### src/rtl/seq_detect_param.sv
// Parametrised serial sequence detector with a runtime-loadable pattern,
// a valid strobe, selectable overlap and a saturating match counter.
module seq_detect_param #(
  parameter int                 SEQ_LEN = 4,
  parameter logic [SEQ_LEN-1:0] PATTERN = 4'b1011,
  parameter int                 OVERLAP = 1,
  parameter int                 CNT_W   = 8
) (
  input  logic               clk,
  input  logic               rst,
  input  logic               Data_in,
  input  logic               en,
  input  logic               load,
  input  logic [SEQ_LEN-1:0] pat_in,
  output logic               out,
  output logic [CNT_W-1:0]   match_count,
  output logic [SEQ_LEN-1:0] pattern
);

  localparam int FW = $clog2(SEQ_LEN + 1);
  localparam logic [FW-1:0] FULL = FW'(SEQ_LEN);
  localparam logic [CNT_W-1:0] CNT_MAX = '1;

  logic [SEQ_LEN-1:0] pat_q, pat_d;
  logic [SEQ_LEN-1:0] hist_q, hist_d;
  logic [FW-1:0]      fill_q, fill_d;
  logic               out_q, out_d;
  logic [CNT_W-1:0]   cnt_q, cnt_d;

  logic [SEQ_LEN-1:0] sh_hist;
  logic [FW-1:0]      sh_fill;
  logic               hit;

  // Candidate history/fill if the current bit is accepted, and the match test.
  always_comb begin
    sh_hist = {hist_q[SEQ_LEN-2:0], Data_in};
    sh_fill = (fill_q == FULL) ? fill_q : fill_q + FW'(1);
    hit     = en && !load && (sh_fill == FULL) && (sh_hist == pat_q);
  end

  // Next-state: load beats shift; a load discards any partial sequence.
  always_comb begin
    pat_d  = pat_q;
    hist_d = hist_q;
    fill_d = fill_q;
    out_d  = 1'b0;
    cnt_d  = cnt_q;
    if (load) begin
      pat_d  = pat_in;
      hist_d = '0;
      fill_d = '0;
    end else if (en) begin
      hist_d = sh_hist;
      fill_d = sh_fill;
      if (hit) begin
        out_d = 1'b1;
        cnt_d = (cnt_q == CNT_MAX) ? cnt_q : cnt_q + CNT_W'(1);
        if (OVERLAP == 0) begin
          hist_d = '0;
          fill_d = '0;
        end
      end
    end
  end

  // State registers with synchronous active-high reset.
  always_ff @(posedge clk) begin
    if (rst) begin
      pat_q  <= PATTERN;
      hist_q <= '0;
      fill_q <= '0;
      out_q  <= 1'b0;
      cnt_q  <= '0;
    end else begin
      pat_q  <= pat_d;
      hist_q <= hist_d;
      fill_q <= fill_d;
      out_q  <= out_d;
      cnt_q  <= cnt_d;
    end
  end

  assign out         = out_q;
  assign match_count = cnt_q;
  assign pattern     = pat_q;

endmodule

### config.mk
export PLATFORM = sky130hd
export DESIGN_NAME = seq_detect_param
export DESIGN_NICKNAME = d
export VERILOG_FILES = /design/src/rtl/seq_detect_param.sv
export SDC_FILE = /design/constraint.sdc
export NUM_CORES = 1
export LEC_CHECK = 0
export CELL_PAD_IN_SITES_DETAIL_PLACEMENT = 0
export CELL_PAD_IN_SITES_GLOBAL_PLACEMENT = 1
export CORE_ASPECT_RATIO = 1.1
export CORE_MARGIN = 2
export CORE_UTILIZATION = 35
export DETAILED_ROUTE_END_ITERATION = 12
export GPL_TIMING_DRIVEN = 0
export PLACE_DENSITY_LB_ADDON = 0.1
export REMOVE_ABC_BUFFERS = 1
export SKIP_CTS_REPAIR_TIMING = 1
export SLEW_MARGIN = 20
export SYNTH_ARGS = -nofsm -noshare
export SYNTH_HDL_FRONTEND = slang
export SYNTH_SLANG_ARGS = --single-unit
export TNS_END_PERCENT = 10
### constraint.sdc
create_clock -name clk -period 2 [get_ports clk]
set_input_delay 0.3 -clock clk [delete_from_list [all_inputs] [get_ports clk]]
set_output_delay 0.3 -clock clk [all_outputs]
set_load 0.01 [all_outputs]
==> flow_summary.yaml, run 1 <==
run:
  cap_viol_max_count: 0
cts:
  cts_root_buf: "clkbuf_4"
  clock-sinks: 19
  htree_levels: 1
  clkSlewWorstSetupHoldPaths_ns: 0.11
  cts_tree: "built"
  cts_buffer_depth: 2
  cts_made_buffers: 3
  insertion_delay_ns: 0.29
power:
  p_sw_mw: 0.161
  p_per_area_nw_per_um2: 547
  ir_worst_vdd_mv: 0.339
  leakage_nw: 0.485
  p_comb_share_pct: 11.6
  swShare_pct: 24.2
  pwr-share-clk_pct: 29.3
  pwr-share-seq_pct: 59.1
  totalPowerFinal_mw: 0.666
  power.internal_mw: 0.505
synthesis:
  synthCells: 101
  synth_top_area_cell: "dfxtp_1"
  ys_seq_area_share_pct: 41.1
  yosysUniqueCellTypes: 27
  synthTopCellsByArea: "dfxtp_1 (41%), mux2i_1 (5.4%), xor2_1 (4.7%)"
  yosysWarnings: 0
  yosysTopAreaCellShare_pct: 41.1
  synth_area_sq_um: 925
  yosys_register_bits: 19
  avgSynthCellArea_sq_um: 9.15
drt:
  drtAntennaViolNets: 0
  wl_per_cell_um: 12.5
  remaining_drc_errors: 0
  drt_iter0_drc: 7
  vias: 792
  first_pass_iters: 4
  viasPerCell: 5.11
  totalWireLength_mm: 1.94
critical_path:
  cp.required_ns: 2.23
  worst-path-max-fanout: 7
  worstPathCellList: "inv_1 > ha_1 > and3b_4 > nor4_4 > nand4_4 > or3_1 > a21oi_1"
  slowest_stage: "or3_1"
  startpoint_type: "flip-flop"
  critical_path_class: "flip-flop to flip-flop"
  path_buf_inv: 1
  crit_family: "simple AND/OR/NAND/NOR gates"
  crit_path_max_incr_delay_ns: 0.38
  endpoint_kind: "flip-flop"
  crit_arrival_ns: 2.12
place:
  placed_cells: 148
  gp_congestion: 0.655
  post-dp-hpwl_mm: 1.32
  post_dp_cell_area_sq_um: 1140
  portBuffers: 21
floorplan:
  num_rows: 19
  ios: 22
  start_util_pct: 37.0
  dieArea_sq_um: 3070
  die_h_um: 57.9
  core_area_sq_um: 2500
  die_w_um: 53.0
sta:
  period_minus_slack_ns: 1.89
  relSlewSlack_pct: 67.0
  finalMaxSlewViolations: 0
  final-setup-viol-count: 0
  min_period_over_period_pct: 94.7
  clock.fmax_mhz: 528
  skew_ns: 0.00506
  worst_pin_slew_ns: 0.494
  hold_viol: 0
global_routing:
  grt_overflow: 0
  grt_pass1_vias: 764
  grt_pass1_wl_mm: 3.21
  grt_antenna_before_repair: 0
  grt_start_max_net_pins: 15
  grt.total_usage_pct: 14.2
finish:
  final_nets: 137
  layout-drive-gt1-share_pct: 12.1
  synthToLayoutAreaGrowth_pct: 31.5
  postLayoutCellArea_sq_um: 1220
  diodes: 0
  final_cells: 155
run_status:
  status: "completed"
min_path:
  hold_class: "primary input to flip-flop"
[power groups by stage]
stage,registers [mW],logic (mW),clock network (mW)
finish,0.393,0.0774,0.195
global route,0.395,0.0858,0.224
CTS,0.393,0.0744,0.203
detailed placement,0.402,0.0740,0
global placement,0.402,0.0730,0
floorplan,0.403,0.0308,0
[path summary, 6_finish.rpt]
| path | depth (start not counted) | slack (ns) | endpoint | from |
|---|---|---|---|---|
| setup / recovery | 7 | 0.11 | match_count[3]$_SDFFE_PP0P_ | fill_q[0]$_SDFFE_PP0P_ |
| hold / removal | 3 | 0.43 | out$_SDFF_PP0_ | en |
| setup reg to reg | 7 | 0.11 | match_count[3]$_SDFFE_PP0P_ | fill_q[0]$_SDFFE_PP0P_ |
| hold reg to reg | 2 | 0.50 | fill_q[1]$_SDFFE_PP0P_ | fill_q[1]$_SDFFE_PP0P_ |
[layout by cell type (no fill, tap or decap), drive strengths merged, types with 3 or more instances in the layout]
cell type      instances
a21oi                  8
ha                     3
mux2i                  5
dfxtp                 19
a211o                  3
o21ai                  7
xor2                   5
nor2                  10
clkbuf                 4
nand2                  3
or3                    6
and3                   3
inv                    4
clkdlybuf4s50         19
nand3                  7
nor2b                  4
[metrics by stage]
stage	util [%]	TNS, ns	worst slack, ns	hold slack [ns]
after global placement	45.5	-2.68	-0.404	0.484
after detailed placement	45.5	-2.74	-0.422	0.493
after floorplan	-	0	0.147	0.369
after CTS	46.6	-0.592	-0.120	0.508
after global routing	48.7	-0.0000544	-0.0000544	0.442
final	48.7	0	0.105	0.425
[Yosys cell counts]
| cell type | number |
|---|---|
| dfxtp_1 | 19 |
| nor2_1 | 10 |
| a21oi_1 | 8 |
| nand3_1 | 7 |
| o21ai_0 | 6 |
| or3_1 | 6 |
| mux2i_1 | 5 |
| xor2_1 | 5 |
| inv_1 | 4 |
| nor2b_1 | 4 |
| a211o_1 | 3 |
| and3_1 | 3 |
| ha_1 | 3 |
| nand2_1 | 3 |
| buf_6 | 2 |
| clkbuf_1 | 2 |
| a31oi_1 | 1 |
| and3b_4 | 1 |
| buf_4 | 1 |
| mux2_2 | 1 |
| nand4_2 | 1 |
| nor3_1 | 1 |
| nor3_2 | 1 |
| nor4_4 | 1 |
| o21ai_1 | 1 |
| or2_2 | 1 |
| xnor2_1 | 1 |
[cell type report]
cell class                      instances  area, sq um
Fill cell                             256         1280
Multi-Input combinational cell         74          524
Sequential cell                        19          382
Timing Repair Buffer                   23          230
Tap cell                               31         38.8
Clock buffer                            4         26.3
Inverter                                4         15.0
[state kept, by name (all words and copies together) (netlist names)]
signal / cells
fill_q: 3
hist_q: 3
match_count: 8
out: 1
pattern: 4
[worst min-delay path, stage by stage]
cell and delay [ns]:
dlymetal6s2s_1 0.22, inv_1 0.11, nor3_1 0.05
[layer usage]
| layer | wire length [um] | track usage, % | vias up |
|---|---|---|---|
| met4 | 37 | 7.69 | 0 |
| met3 | 67 | 2.84 | 4 |
| met5 | 0 | 0 | - |
| met2 | 881 | 22.0 | 17 |
| met1 | 955 | 18.3 | 369 |
| li1 | - | - | 402 |
[cells by family after synthesis]
family | share of synthesized area [%]
AND/OR/NAND/NOR | 25.2
AO/OA/AOI/OAI | 11.6
flip-flops | 41.1
buffers and inverters | 5.68
XOR/XNOR | 5.68
multiplexers | 6.63
adder cells (fa/ha/maj) | 4.06
No activity file was read; power rests on OpenSTA's default activity.
==> run 2, diff against run 1 <==
Settings changed: CAP_MARGIN set to 40.
==> results of run 2 <==
No change in the layout: final DEF, timing and power equal those of run 1.
==> run 3, diff against run 2 <==
Settings changed: SLEW_MARGIN 20 to unset.
==> results of run 3 <==
No change in the layout: final DEF, timing and power equal those of run 1.
